`src/rtl/game_pkg.sv`:
```
// Shared definitions for the naval battle game-flow controller.
// Holds the 2-bit state encodings used on game_state_code, the FSM state type,
// and the player-index wrap helper used for turn order and target selection.
package game_pkg;

  localparam logic [1:0] ST_OFF    = 2'b00;
  localparam logic [1:0] ST_PREP   = 2'b01;
  localparam logic [1:0] ST_ATTACK = 2'b10;
  localparam logic [1:0] ST_OVER   = 2'b11;

  typedef enum logic [1:0] {
    S_OFF    = ST_OFF,
    S_PREP   = ST_PREP,
    S_ATTACK = ST_ATTACK,
    S_OVER   = ST_OVER
  } state_t;

  // Next player in round-robin order; n-1 wraps back to 0.
  function automatic int unsigned next_player(input int unsigned idx, input int unsigned n);
    return (idx + 1 >= n) ? 0 : idx + 1;
  endfunction

endpackage

```
`src/rtl/game_state_controller_hit_counter.sv`:
```
// Saturating hits-received counter for one player.
// Ports: clk, rst_n, clear (sync clear), inc (count one hit); count, reached (count==HIT_TARGET).
// Latency: count updates 1 cycle after inc; no backpressure, inc is ignored once saturated.
module player_hit_counter #(
  parameter int HIT_TARGET = 10,
  parameter int HIT_W      = $clog2(HIT_TARGET + 1)
) (
  input  logic             clk,
  input  logic             rst_n,
  input  logic             clear,
  input  logic             inc,
  output logic [HIT_W-1:0] count,
  output logic             reached
);

  assign reached = (count == HIT_W'(HIT_TARGET));

  always_ff @(posedge clk or negedge rst_n) begin
    if (!rst_n) begin
      count <= '0;
    end else if (clear) begin
      count <= '0;
    end else if (inc && !reached) begin
      count <= count + 1'b1;
    end
  end

endmodule

```
`src/rtl/game_state_controller.sv`:
```
// Game-flow controller: OFF -> PREP (placement per player) -> ATTACK (turns) -> OVER.
// Ports: start/abort/place_ok/shot/hit pulses in; state code, phase enables, turn, winner out.
// Latency: every input pulse shows on the outputs 1 cycle later; pulses not used in a state are dropped.
module game_state_controller
  import game_pkg::*;
#(
  parameter int N_PLAYERS        = 2,
  parameter int SHIPS_PER_PLAYER = 4,
  parameter int HIT_TARGET       = 10,
  parameter int PLAYER_W         = (N_PLAYERS > 1) ? $clog2(N_PLAYERS) : 1,
  parameter int SHIP_W           = $clog2(SHIPS_PER_PLAYER + 1),
  parameter int HIT_W            = $clog2(HIT_TARGET + 1)
) (
  input  logic                clk,
  input  logic                rst_n,
  input  logic                start,
  input  logic                abort,
  input  logic                place_ok,
  input  logic                shot,
  input  logic                hit,
  output logic [1:0]          game_state_code,
  output logic                enablePreparation,
  output logic                enableAttack,
  output logic                enable,
  output logic [PLAYER_W-1:0] current_player,
  output logic [PLAYER_W-1:0] target_player,
  output logic [SHIP_W-1:0]   ships_placed,
  output logic [PLAYER_W-1:0] winner,
  output logic                winner_valid
);

  localparam logic [SHIP_W-1:0]   LAST_SHIP   = SHIP_W'(SHIPS_PER_PLAYER - 1);
  localparam logic [PLAYER_W-1:0] LAST_PLAYER = PLAYER_W'(N_PLAYERS - 1);
  localparam logic [HIT_W-1:0]    FINAL_HIT   = HIT_W'(HIT_TARGET - 1);

  state_t              state, state_nxt;
  logic [PLAYER_W-1:0] player_nxt;
  logic [SHIP_W-1:0]   ships_nxt;
  logic [PLAYER_W-1:0] winner_nxt;
  logic                clear_hits;
  logic                hit_evt;
  logic [N_PLAYERS-1:0] hit_inc;
  logic [N_PLAYERS-1:0] hit_reached;
  logic [HIT_W-1:0]    hit_cnt [N_PLAYERS];
  logic [HIT_W-1:0]    tgt_cnt;

  assign target_player = PLAYER_W'(next_player(32'(current_player), N_PLAYERS));

  // Hit count of the player currently being shot at.
  always_comb begin
    tgt_cnt = '0;
    for (int i = 0; i < N_PLAYERS; i++) begin
      if (target_player == PLAYER_W'(i)) tgt_cnt = hit_cnt[i];
    end
  end

  always_comb begin
    hit_inc = '0;
    for (int i = 0; i < N_PLAYERS; i++) begin
      hit_inc[i] = hit_evt && (target_player == PLAYER_W'(i)) && !hit_reached[i];
    end
  end

  for (genvar g = 0; g < N_PLAYERS; g++) begin : g_hits
    player_hit_counter #(
      .HIT_TARGET(HIT_TARGET),
      .HIT_W     (HIT_W)
    ) u_cnt (
      .clk    (clk),
      .rst_n  (rst_n),
      .clear  (clear_hits),
      .inc    (hit_inc[g]),
      .count  (hit_cnt[g]),
      .reached(hit_reached[g])
    );
  end

  // Next-state logic; priority abort > start > place_ok > shot.
  always_comb begin
    state_nxt  = state;
    player_nxt = current_player;
    ships_nxt  = ships_placed;
    winner_nxt = winner;
    clear_hits = 1'b0;
    hit_evt    = 1'b0;
    if (abort) begin
      state_nxt  = S_OFF;
      player_nxt = '0;
      ships_nxt  = '0;
      winner_nxt = '0;
      clear_hits = 1'b1;
    end else begin
      case (state)
        S_OFF, S_OVER: begin
          if (start) begin
            state_nxt  = S_PREP;
            player_nxt = '0;
            ships_nxt  = '0;
            winner_nxt = '0;
            clear_hits = 1'b1;
          end
        end
        S_PREP: begin
          if (place_ok) begin
            if (ships_placed == LAST_SHIP) begin
              ships_nxt = '0;
              if (current_player == LAST_PLAYER) begin
                state_nxt  = S_ATTACK;
                player_nxt = '0;
              end else begin
                player_nxt = current_player + 1'b1;
              end
            end else begin
              ships_nxt = ships_placed + 1'b1;
            end
          end
        end
        S_ATTACK: begin
          if (shot) begin
            if (hit) begin
              // Shooter keeps the turn; the final hit freezes it as the winner.
              hit_evt = 1'b1;
              if (tgt_cnt == FINAL_HIT) begin
                state_nxt  = S_OVER;
                winner_nxt = current_player;
              end
            end else begin
              player_nxt = target_player;
            end
          end
        end
      endcase
    end
  end

  always_ff @(posedge clk or negedge rst_n) begin
    if (!rst_n) begin
      state          <= S_OFF;
      current_player <= '0;
      ships_placed   <= '0;
      winner         <= '0;
    end else begin
      state          <= state_nxt;
      current_player <= player_nxt;
      ships_placed   <= ships_nxt;
      winner         <= winner_nxt;
    end
  end

  assign game_state_code   = state;
  assign enablePreparation = (state == S_PREP);
  assign enableAttack      = (state == S_ATTACK);
  assign enable            = enablePreparation | enableAttack;
  assign winner_valid      = (state == S_OVER);

endmodule

```
`config.mk`:
```
export PLATFORM = sky130hd
export DESIGN_NAME = game_state_controller
export DESIGN_NICKNAME = d
export VERILOG_FILES = /design/src/rtl/game_pkg.sv /design/src/rtl/game_state_controller_hit_counter.sv /design/src/rtl/game_state_controller.sv
export SDC_FILE = /design/constraint.sdc
export NUM_CORES = 1
export LEC_CHECK = 0
export BUFFER_PORTS_ARGS = -buffer_cell sky130_fd_sc_hd__buf_2
export CAP_MARGIN = 40
export CORE_MARGIN = 4
export CORE_UTILIZATION = 50
export DETAILED_ROUTE_END_ITERATION = 10
export PLACE_DENSITY = 0.85
export RECOVER_POWER = 100
export SYNTH_ARGS = -nofsm -noshare
export SYNTH_HDL_FRONTEND = slang
export SYNTH_SLANG_ARGS = --single-unit
```
`constraint.sdc`:
```
create_clock -name clk -period 4.8 [get_ports clk]
set_clock_uncertainty 0.2 [all_clocks]
set_input_delay 0.96 -clock clk [delete_from_list [all_inputs] [get_ports clk]]
set_output_delay 0.96 -clock clk [all_outputs]
set_load 0.05 [all_outputs]
```
==> reports/qor.csv, run 1 <==
stage,metric,value,unit
run_status,status,"complete, no violations",
clock_tree,clkSinkCount,15,
hold_path,hold_path.class,flop to flop,
timing,whs,0.316,ns
synthesis,ys_seq_elements,15,
cells_and_area,drive_above_1_share,0.0813,
power,p_seq_frac,0.303,
drt,vias,802,
power,p_sw,0.286,mW
floorplan,start_util,0.524,
synthesis,synth_xor_area_frac,0.0516,
timing,rsz0062_at_grt,no,
synthesis,yosysSeqAreaShare,0.369,
synthesis,synthSimpleGateAreaFrac,0.229,
synthesis,synthMuxAreaShare,0.0848,
timing,timing.fmax,0.341,GHz
drt,route.detailed.drc,0,
drt,wl_per_cell,14.2,um
floorplan,ioPinCount,19,
synthesis,synth_top_area_frac,0.369,
critical_path,slowest_stage,dfrtp_1,
cells_and_area,area_delta_synth_final,10.7,%
timing,max-slew-margin-rel,0.444,
grt,grt_pass1_wl,3740,um
drt,totalWireLength,2130,um
clock_tree,post_cts_buffers,0,
floorplan,dieArea,2820,um2
drt,firstDrtPassIters,4,
synthesis,synth_edf_count,0,
drt,via_per_inst,5.35,
critical_path,regToRegEndpoint,current_player,
cells_and_area,fin_nets,141,
critical_path,crit_path_start_kind,flop,
critical_path,critical-path-max-stage-delay,0.46,ns
timing,min_period,2.93,ns
power,p_comb_frac,0.559,
hold_path,whs_path_depth,1,
synthesis,async_flop_share,1.00,
critical_path,endpoint_kind,primary output,
synthesis,syn_inst,102,
placed_design,portBuffers,18,
synthesis,synth_top_family_by_area,simple AND/OR/NAND/NOR gates,
critical_path,path_max_fanout,7,
clock_tree,cts_tree,yes,
clock_tree,cts_hold_buffers,0,
power,p_int,0.255,mW
critical_path,cp.required,3.64,ns
power,p_sw_frac,0.529,
synthesis,ys_warn_count,0,
clock_tree,cts-htree-levels,1,
critical_path,critical_path_class,flop to primary output,
critical_path,cp.arrival,1.77,ns
floorplan,fp-row-count,16,
clock_tree,cts-root-buf,clkbuf_4,
critical_path,cp_cell_sequence,inv_1 -> ha_1 -> inv_1 -> clkbuf_1,
grt,grt_max_degree,16,
clock_tree,cts_buffer_depth,2,
synthesis,synth_area_leaders,"dfrtp_1, ha_1, nor2_1",
power,p_per_area,479,nW/um2
clock_tree,post_cts_resized,0,
synthesis,synth-compound-area-share,0.102,
placed_design,hpwl,1690,um
synthesis,syn_avg_cell_area,9.99,um2
critical_path,ff2ff_setup_slack,2.49,ns
floorplan,core,1940,um2
grt,antenna_found_initial,0,
hold_path,min_to,winner,
timing,maxSlewViolCount,0,
timing,finalCritPeriodShare,0.611,
synthesis,ys.flop_type,dfrtp_1,
critical_path,worst_path_most_repeated_cell,inv_1,
critical_path,r2r_cells,6,
power,p_clk_frac,0.138,
clock_tree,clock_latency,0.29,ns
power,ir_drop,400,uV
placed_design,place_congestion,0.808,
timing,tns,0,ns
power,leakage,0.522,nW
synthesis,synth_nets,119,
hold_path,min-delay-start,winner,
drt,postRouteAntennaNets,0,
synthesis,yosysTopAreaCell,dfrtp_1,
timing,worst_pin_slew,0.834,ns
synthesis,netlist_area,1020,um2
job,maxCapViolations,0,
timing,hold_viol,0,
grt,grt_remaining_overflow,0,
critical_path,r2r-start,game_state_code[0],
synthesis,synth-adder-area-share,0.123,
synthesis,ys_types,32,
clock_tree,clkTransAtPathRegs,0.10,ns
floorplan,die_w,53.1,um
floorplan,die_h,53.1,um
clock_tree,cts_buffers,3,
drt,drt_iter0_markers,9,
cells_and_area,diodes,0,
grt,grt_pass1_vias,874,
grt,grt_use_total,0.183,
timing,setup_violations,0,
flip-flops by register name (all words and copies together) (netlist names):
name	cells
current_player	1
g_hits.u_cnt.count	8
game_state_code	2
ships_placed	3
winner	1
cell usage in the layout, fill, tap and decap left out, drive strengths merged:
| master | synthesis | layout |
|---|---|---|
| clkbuf | 0 | 18 |
| nor2 | 17 | 17 |
| dfrtp | 15 | 15 |
| ha | 10 | 10 |
| inv | 10 | 10 |
| mux2 | 5 | 5 |
| and2 | 4 | 4 |
| nand4 | 4 | 4 |
| xnor2 | 4 | 4 |
| buf | 1 | 4 |
| nor3 | 3 | 3 |
| mux2i | 3 | 3 |
| nand3b | 3 | 3 |
| nor2b | 2 | 2 |
| nand2 | 2 | 2 |
| o2111ai | 2 | 2 |
| xor2 | 2 | 2 |
| o41ai | 2 | 2 |
| nand2b | 1 | 1 |
| and2b | 1 | 1 |
| nand4b | 1 | 1 |
| a211oi | 1 | 1 |
| and3b | 1 | 1 |
| nor3b | 1 | 1 |
| a21o | 1 | 1 |
| a2111oi | 1 | 1 |
| o21a | 1 | 1 |
| nand3 | 1 | 1 |
| or2 | 1 | 1 |
| a21oi | 1 | 1 |
| and3 | 1 | 1 |
through the flow:
| stage | instance area [um2] | util | std cells | total power, mW | setup slack (ns) |
|---|---|---|---|---|---|
| finish | 1130 | 0.581 | 150 | 0.540 | 1.87 |
| floorplan | 1020 | - | 102 | 0.418 | 2.13 |
| detailed placement | 1140 | 0.586 | 146 | 0.487 | 2.34 |
| global route | 1130 | 0.581 | 150 | 0.578 | 1.74 |
| global placement | 1140 | 0.586 | 146 | 0.476 | 2.41 |
| CTS | 1160 | 0.599 | 150 | 0.561 | 2.07 |
critical path: cells and delay by family, from the launching register on:
family                   cells  cell delay, ns
adder cells (fa/ha/maj)      1            0.39
buffers and inverters        3            0.64
flip-flops                   1            0.46
cells in the mapped netlist, types with 3 or more instances:
master,count
mux2_1,5
nand4_1,4
inv_1,8
xnor2_1,4
ha_1,10
dfrtp_1,15
nand3b_1,3
mux2i_1,3
nor2_1,17
and2_1,4
nor3_1,3
power groups by stage:
stage	Sequential, mW	Clock, mW	Combinational (mW)
after floorplan	0.212	0	0.206
after global placement	0.163	0	0.312
after detailed placement	0.166	0	0.320
after CTS	0.164	0.0746	0.322
after global routing	0.167	0.0813	0.330
final	0.163	0.0748	0.302
cell families after synthesis:
family,after synthesis
flops,15
xor+xnor,6
compound gates,9
fa+ha+maj,10
buf+inv,11
mux,8
simple gates,43
how the worst max path moves through the flow:
stage                  startpoint                  to  slack [ns]  cells past startpoint
6_report       game_state_code[0]              enable        1.87                      4
5_1_grt        game_state_code[0]              enable        1.74                      4
4_1_cts        game_state_code[0]              enable        2.07                      4
3_5_place_dp                abort  game_state_code[1]        2.34                      5
3_3_place_gp                abort  game_state_code[0]        2.41                      5
2_1_floorplan  game_state_code[0]              enable        2.13                      3
cell type report:
class                      count  area (um2)
clock buffer                   4        26.3
fill                         199         815
inverter                      10        37.5
multi-input combinational     76         582
sequential                    15         375
tap                           27        33.8
timing repair buffer          18        72.6
per-layer routing:
metal  routed length [um]  part of all wire  track usage  up-vias
li1                     -                 -            -      389
met1                  903              0.42        0.212      386
met2                 1090              0.51        0.331       23
met3                  112             0.053       0.0423        4
met4                   28             0.013       0.0511        0
met5                    0                 0            0        -
Note: power is estimated with default switching activity, not from simulation.
==> run 2: changes to the inputs <==
Settings changed: CORE_UTILIZATION 50 to 48.
Clock period 4.8 ns to 2.45 ns, I/O delays scaled along.
==> reports/qor.csv, run 2 (synthesis gave the netlist of run 1 again) <==
stage,metric,value,unit
run_status,status,"complete, no violations",
placed_design,place_ws,0.260,ns
clock_tree,cts-root-buf,clkbuf_4,
grt,grt_use_total,0.157,
grt,grt_pass1_wl,3360,um
cells_and_area,seqCellArea,375,um2
timing,worst_pin_slew,0.805,ns
clock_tree,post_cts_buffers,0,
cells_and_area,area_delta_synth_final,14.4,%
timing,max-slew-margin-rel,0.463,
cells_and_area,diodes,0,
clock_tree,cts_buffer_depth,2,
drt,firstDrtPassIters,4,
timing,fin_ws,0.180,ns
timing,finalCritPeriodShare,0.927,
cells_and_area,finalInstanceArea,1160,um2
critical_path,path_max_fanout,7,
power,power,1.07,mW
grt,grt_pass1_vias,770,
cells_and_area,final_common_cell,nor2_1,
clock_tree,clkSinkCount,15,
timing,maxSlewViolCount,0,
placed_design,dpl_cell_area,1140,um2
timing,rsz0062_at_grt,no,
timing,hold_viol,0,
hold_path,min-delay-start,winner,
floorplan,core,1980,um2
cells_and_area,multi_input_area,606,um2
critical_path,r2r-start,game_state_code[0],
clock_tree,cts_buffers,3,
floorplan,fp-row-count,16,
drt,postRouteAntennaNets,0,
clock_tree,cts_tree,yes,
power,leakage,0.536,nW
drt,vias,799,
timing,setup_violations,0,
grt,grt_max_degree,16,
clock_tree,clock_latency,0.27,ns
floorplan,start_util,0.514,
placed_design,portBuffers,18,
cells_and_area,fillers,174,
placed_design,place_congestion,0.867,
timing,timing.fmax,0.440,GHz
cells_and_area,drive_above_1_share,0.145,
drt,via_per_inst,5.29,
drt,totalWireLength,1910,um
cells_and_area,fin_nets,142,
placed_design,hpwl,1500,um
drt,route.detailed.drc,0,
critical_path,endpoint_kind,primary output,
critical_path,crit_path_start_kind,flop,
floorplan,die_h,54.1,um
grt,antenna_found_initial,0,
job,maxCapViolations,0,
cells_and_area,regMostFlops,g_hits.u_cnt.count,
hold_path,hold_path.class,flop to flop,
clock_tree,clkTransAtPathRegs,0.09,ns
drt,wl_per_cell,12.7,um
clock_tree,cts-htree-levels,1,
critical_path,cp.required,1.76,ns
floorplan,dieArea,2920,um2
timing,min_period,2.27,ns
critical_path,ff2ff_setup_slack,0.23,ns
power,ir_drop,801,uV
floorplan,ioPinCount,19,
cells_and_area,largest_reg_flops,8,
timing,tns,0,ns
power,p_per_area,921,nW/um2
floorplan,die_w,54.1,um
cells_and_area,mostFrequentLayoutCells,"nor2_1, dfrtp_1, clkbuf_1",
critical_path,cp.arrival,1.58,ns
critical_path,critical_path_class,flop to primary output,
critical_path,worstSetupStartpoint,game_state_code[0],
drt,drt_iter0_markers,24,
grt,grt_remaining_overflow,0,
## run 2: final cells by class
| cell class | instances | area share |
|---|---|---|
| sequential | 15 | 0.322 |
| multi-input combinational | 76 | 0.520 |
| clock buffer | 4 | 0.0226 |
| inverter | 10 | 0.0322 |
| timing repair buffer | 19 | 0.0741 |
| tap | 27 | 0.0290 |
## run 2: path summary, 6_finish.rpt
path                                             to  cells past startpoint
hold / removal                               winner                      1
setup / recovery                             enable                      4
max in group asynchronous  g_hits[1].u_cnt.count[0]                      2
hold reg to reg                              winner                      1
setup reg to reg                 game_state_code[0]                      6
min in group asynchronous  g_hits[0].u_cnt.count[3]                      2
## run 2: where the power goes
part / total (mW) / leakage, nW / switching (mW) / internal, mW
Combinational: 0.616 / 0.315 / 0.437 / 0.178
Clock: 0.138 / 0.0150 / 0.0753 / 0.0630
Sequential: 0.319 / 0.206 / 0.0419 / 0.277
## run 2: timing repair
item | in CTS | in global routing
endpoints found under the hold margin | 15 | 0
hold buffers | 1 | 0
resized for setup | 0 | 0
endpoints found under the setup margin | 0 | 0
## run 2: layer usage
layer	GRT usage	vias to the layer above	wire length, um
li1	-	394	-
met1	0.203	378	872
met2	0.264	25	932
met3	0.0360	2	95
met4	0.0373	0	12
met5	0	-	0
## run 2: worst max-delay path, stage by stage (launching register included)
cell,delay (ns)
dfrtp_1,0.45
inv_1,0.09
ha_1,0.39
inv_1,0.10
clkbuf_2,0.27
## run 2: stage by stage
step / hold WS [ns] / util / instances
after global routing: 0.332 / 0.588 / 151
final: 0.308 / 0.588 / 151
after CTS: 0.305 / 0.595 / 151
after global placement: 0.213 / 0.576 / 146
after floorplan: -0.00559 / - / 102
after detailed placement: 0.216 / 0.576 / 146
